===== src/rtl/score_ctrl.sv =====
// Pong match sequencer: score registers, serve delay, game-over detection.
// Optional `AUTO_RESTART_EN adds a timed restart out of GAME_OVER (RESTART_FRAMES).
module score_ctrl #(
  parameter int unsigned WIN_SCORE      = 9,
  parameter int unsigned SERVE_FRAMES   = 60,
  parameter int unsigned FRAME_CNT_W    = 8
`ifdef AUTO_RESTART_EN
  ,
  parameter int unsigned RESTART_FRAMES = 180
`endif
) (
  input  logic       clk,
  input  logic       rst_n,
  input  logic       frame_tick,
  input  logic       start,
  input  logic       p1_miss,
  input  logic       p2_miss,
  output logic [7:0] player_one,
  output logic [7:0] player_two,
  output logic       ball_hold,
  output logic       serve_dir,
  output logic       game_over,
  output logic       winner,
  output logic [2:0] state
);

  typedef enum logic [2:0] {
    StIdle      = 3'd0,
    StServeWait = 3'd1,
    StPlay      = 3'd2,
    StPoint     = 3'd3,
    StGameOver  = 3'd4
  } state_e;

  localparam logic [7:0]             WinVal   = 8'(WIN_SCORE);
  localparam logic [FRAME_CNT_W-1:0] ServeEnd = FRAME_CNT_W'(SERVE_FRAMES - 1);
`ifdef AUTO_RESTART_EN
  localparam logic [FRAME_CNT_W-1:0] RestartEnd = FRAME_CNT_W'(RESTART_FRAMES - 1);
`endif

  state_e                 state_q, state_d;
  logic [7:0]             p1_q, p1_d;
  logic [7:0]             p2_q, p2_d;
  logic                   dir_q, dir_d;
  logic                   winner_q, winner_d;
  logic                   hold_q, hold_d;
  logic                   over_q, over_d;
  logic [FRAME_CNT_W-1:0] cnt_q, cnt_d;
  logic                   start_q;
  logic                   start_pulse;
  logic                   new_match;

  assign start_pulse = start & ~start_q;

  always_comb begin
    state_d   = state_q;
    p1_d      = p1_q;
    p2_d      = p2_q;
    dir_d     = dir_q;
    winner_d  = winner_q;
    cnt_d     = cnt_q;
    new_match = 1'b0;

    case (state_q)
      StIdle: begin
        if (start_pulse) new_match = 1'b1;
      end

      StServeWait: begin
        if (frame_tick) begin
          if (cnt_q == ServeEnd) begin
            state_d = StPlay;
            cnt_d   = '0;
          end else begin
            cnt_d = cnt_q + 1'b1;
          end
        end
      end

      StPlay: begin
        if (p1_miss && !p2_miss) begin
          if (p2_q < WinVal) p2_d = p2_q + 8'd1;
          dir_d = 1'b0;
        end else if (p2_miss && !p1_miss) begin
          if (p1_q < WinVal) p1_d = p1_q + 8'd1;
          dir_d = 1'b1;
        end
        if (p1_miss || p2_miss) state_d = StPoint;
      end

      StPoint: begin
        cnt_d = '0;
        if (p1_q == WinVal || p2_q == WinVal) begin
          state_d  = StGameOver;
          winner_d = (p2_q == WinVal);
        end else begin
          state_d = StServeWait;
        end
      end

      StGameOver: begin
        if (start_pulse) begin
          new_match = 1'b1;
`ifdef AUTO_RESTART_EN
        end else if (frame_tick) begin
          if (cnt_q == RestartEnd) new_match = 1'b1;
          else                     cnt_d     = cnt_q + 1'b1;
`endif
        end
      end

      default: begin
        // Illegal codes fall back to IDLE with a clean counter.
        state_d = StIdle;
        cnt_d   = '0;
      end
    endcase

    if (new_match) begin
      state_d = StServeWait;
      p1_d    = '0;
      p2_d    = '0;
      dir_d   = 1'b1;
      cnt_d   = '0;
    end

    // Outputs are registered from the next state so they line up with state.
    hold_d = (state_d != StPlay);
    over_d = (state_d == StGameOver);
  end

  always_ff @(posedge clk or negedge rst_n) begin
    if (!rst_n) begin
      state_q  <= StIdle;
      p1_q     <= '0;
      p2_q     <= '0;
      dir_q    <= 1'b1;
      winner_q <= 1'b0;
      hold_q   <= 1'b1;
      over_q   <= 1'b0;
      cnt_q    <= '0;
      start_q  <= 1'b0;
    end else begin
      state_q  <= state_d;
      p1_q     <= p1_d;
      p2_q     <= p2_d;
      dir_q    <= dir_d;
      winner_q <= winner_d;
      hold_q   <= hold_d;
      over_q   <= over_d;
      cnt_q    <= cnt_d;
      start_q  <= start;
    end
  end

  assign player_one = p1_q;
  assign player_two = p2_q;
  assign ball_hold  = hold_q;
  assign serve_dir  = dir_q;
  assign game_over  = over_q;
  assign winner     = winner_q;
  assign state      = state_q;

endmodule


===== config.mk =====
export PLATFORM = sky130hd
export DESIGN_NAME = score_ctrl
export DESIGN_NICKNAME = d
export VERILOG_FILES = /design/src/rtl/score_ctrl.sv
export SDC_FILE = /design/constraint.sdc
export NUM_CORES = 1
export LEC_CHECK = 0
export BUFFER_PORTS_ARGS = -buffer_cell sky130_fd_sc_hd__buf_2
export CORE_MARGIN = 2
export CORE_UTILIZATION = 50
export CTS_BUF_LIST = sky130_fd_sc_hd__clkbuf_8
export DETAILED_ROUTE_END_ITERATION = 8
export GPL_TIMING_DRIVEN = 0
export PLACE_DENSITY = 0.73
export SYNTH_ARGS = -nofsm -noshare
export SYNTH_HDL_FRONTEND = slang
export SYNTH_SLANG_ARGS = --single-unit

===== constraint.sdc =====
create_clock -name clk -period 2.2 [get_ports clk]
set_input_delay 0.22 -clock clk [delete_from_list [all_inputs] [get_ports clk]]
set_output_delay 0.22 -clock clk [all_outputs]
set_load 0.01 [all_outputs]

==> results.py <==
metrics = {
    "power": {
        "p_per_area_nw_per_um2": 737.3,
        "power_leakage_nw": 0.9655,
        "total_power_mw": 1.454,
        "ir_drop_v": 0.0005133,
    },
    "drt": {
        "first_pass_iters": 4,
        "dr_wl_met2_um": 1670,
        "drc": 0,
        "routed.top_layer": "met4",
        "m1WireLength_um": 1535,
        "wire_per_inst_um": 14.63,
        "antenna_left": 0,
        "vias": 1246,
        "wl_um": 3393,
        "met3_length_um": 149,
        "drtIter0Drc": 41,
        "vias_per_cell": 5.371,
    },
    "global_route": {
        "grt_pass1_vias": 1232,
        "globalRouteOverflowTotal": 0,
        "grtUsageTotal_pct": 21.00,
        "antenna_found_initial": 0,
        "grt_max_degree": 33,
        "grt_pass1_wl_um": 5664,
    },
    "floorplan": {
        "die_y_um": 61.15,
        "start_util_pct": 53.05,
        "die_x_um": 61.15,
        "num_rows": 20,
        "io_pins": 29,
        "core_um2": 3078,
        "dieArea_um2": 3739,
    },
    "sta": {
        "worst_clock_skew_ps": 5.977,
        "fin_hold_ws_ps": -19.66,
        "slew-limit-headroom_pct": 52.85,
        "slew_violations": 0,
        "tns_ps": 0,
        "fmax_mhz": 492.3,
        "rsz0062_at_grt": "no",
        "worstMarginPinSlew_ps": 707.3,
        "final-setup-viol-count": 0,
        "finalHoldViolations": 30,
        "period_share_pct": 92.33,
        "layout_min_cycle_time_ps": 2031,
    },
    "final_layout": {
        "area_growth_pct": 20.77,
        "finalNonFillerCells": 232,
        "fillers": 282,
        "ff_latch_area_um2": 803.3,
        "layout.nets": 200,
        "multi_input_area_um2": 774.5,
        "final_cell_mix": "dfrtp_1 (30), buf_2 (29), a21oi_1 (11)",
        "antennaDiodeCount": 0,
        "layout_commonest_cell": "dfrtp_1",
        "drive_gt1_share_pct": 27.66,
    },
    "cts": {
        "clk_pin_slew_ps": 70,
        "cts.sinks": 32,
        "cts_hold_buf": 0,
        "root_buffer": "clkbuf_8",
        "worstSkewPairLatency_ps": 290,
        "cts_setup_buffers": 0,
        "cts_buffers": 5,
        "cts_tree": "built",
        "clockBufferDepth": 2,
        "cts_max_level": 2,
    },
    "place": {
        "dp.cells": 224,
        "globalplace.congestion": 0.7777,
        "dp_hpwl_um": 2386,
        "port_buffers": 28,
    },
    "synthesis": {
        "netlist_area_um2": 1633,
        "postSynthAreaPerCell_um2": 10.74,
        "syn_nets": 165,
        "ys.flop_type": "dfrtp_1",
        "yosysUniqueCellTypes": 45,
        "synth-edff-count": 0,
        "synth.yosys.seq_area_share_pct": 49.20,
        "ys_seq_elements": 32,
        "synthCells": 152,
        "yosysWarnings": 0,
        "synthArstFlopShare_pct": 100.0,
    },
    "critical_path": {
        "setup.worst_path.start_class": "register",
        "worstRegToRegCells": 6,
        "required_ps": 2390,
        "end_kind": "register",
        "cp.arrival_ps": 2220,
        "cp_max_fo": 10,
        "path_class": "register to register",
    },
    "run_status": {
        "violations": "hold timing",
        "status": "complete, but fails checks",
    },
    "min_path": {
        "hp-class": "input port to asynchronous set/reset pin",
    },
    "flow_run": {
        "drv_cap": 0,
    },
}
[registers in the layout (all words and copies together), names as in the netlist]
signal / flops
cnt_q: 8
ball_hold: 1
player_two: 8
start_q: 1
state: 3
game_over: 1
player_one: 8
serve_dir: 1
winner: 1
[cell families (layout without fill, tap and decap cells)]
kind of cell             after synthesis  count (layout)  synth area share (%)
XOR/XNOR                               2               2                 1.073
buffers and inverters                 16              52                 4.444
flip-flops                            32              32                 49.20
AO/OA/AOI/OAI                         38              38                 17.93
AND/OR/NAND/NOR                       55              55                 20.77
adder cells (fa/ha/maj)                7               7                 5.364
multiplexers                           2               2                 1.226
[stage by stage]
stage	area (um^2)	hold WS, ps	utilization, %	worst slack, ps
floorplan	1633	-75.59	-	305.1
global placement	1828	299.1	59.39	186.9
detailed placement	1828	313.7	59.39	73.00
CTS	1954	5.907	63.50	42.17
global route	1972	30.93	64.07	15.25
finish	1972	-19.66	64.07	168.7
[layout make-up]
| class | count | area share (%) |
|---|---|---|
| well taps | 44 | 2.792 |
| clock inverters | 1 | 1.523 |
| inverters | 10 | 1.904 |
| clock buffers | 7 | 4.886 |
| multi-input cells | 104 | 39.28 |
| repair buffers | 28 | 7.107 |
| plain buffers | 6 | 1.777 |
| flip-flops and latches | 32 | 40.74 |
[synthesized netlist by cell type, types with 2 or more instances]
library cell | instances | area [um^2]
a2111oi_4 | 2 | 55.05
a211oi_1 | 2 | 15.01
a21bo_2 | 2 | 20.02
a21oi_1 | 11 | 55.05
a41oi_1 | 2 | 17.52
and3_1 | 2 | 12.51
clkbuf_1 | 3 | 11.26
dfrtp_1 | 30 | 750.7
dfstp_2 | 2 | 52.55
ha_1 | 7 | 87.58
inv_1 | 10 | 37.54
mux2i_1 | 2 | 20.02
nand2_1 | 6 | 22.52
nand2b_1 | 4 | 25.02
nand3_1 | 4 | 20.02
nand3b_1 | 5 | 37.54
nor2_1 | 9 | 33.78
nor2b_1 | 8 | 50.05
nor3_1 | 2 | 10.01
nor3b_1 | 3 | 22.52
o21ai_0 | 6 | 30.03
o21bai_1 | 2 | 15.01
o22ai_1 | 2 | 12.51
o2bb2ai_1 | 2 | 17.52
or4_1 | 3 | 22.52
xnor2_1 | 2 | 17.52
[power by group]
| group | total, mW | switching [mW] | internal, mW | leakage (nW) |
|---|---|---|---|---|
| registers | 0.672 | 0.0418 | 0.630 | 0.428 |
| logic | 0.164 | 0.0961 | 0.0681 | 0.473 |
| clock network | 0.618 | 0.219 | 0.399 | 0.0645 |
[worst paths after layout]
check	start	to	slack, ps
hold / removal	rst_n	player_one[2]$_DFFE_PN0P_	-20
setup reg to reg	state[1]$_DFF_PN0_	cnt_q[6]$_DFFE_PN0P_	170
min in group clk	start	start_q$_DFF_PN0_	70
hold reg to reg	winner$_DFFE_PN0N_	winner$_DFFE_PN0N_	490
setup / recovery	state[1]$_DFF_PN0_	cnt_q[6]$_DFFE_PN0P_	170
max in group asynchronous	rst_n	cnt_q[3]$_DFFE_PN0P_	1760
[repair_timing]
item | in CTS | in global routing
resized for setup | 0 | 3
endpoints found under the hold margin | 0 | 0
setup endpoints to repair | 0 | 3
[worst max-delay path, cell delays in order (launching register included)]
cell and delay [ps]:
dfrtp_1 400, buf_2 180, or3b_1 380, clkbuf_1 200, a21oi_1 390, nand2_1 130, o32ai_1 260
[metal layers]
layer / vias to the layer above / GRT usage, %
met2: 29 / 34.50
met3: 6 / 6.303
met1: 602 / 26.27
met4: 0 / 7.453
li1: 609 / -
met5: - / 0
Power figures use the tool's default switching activity.
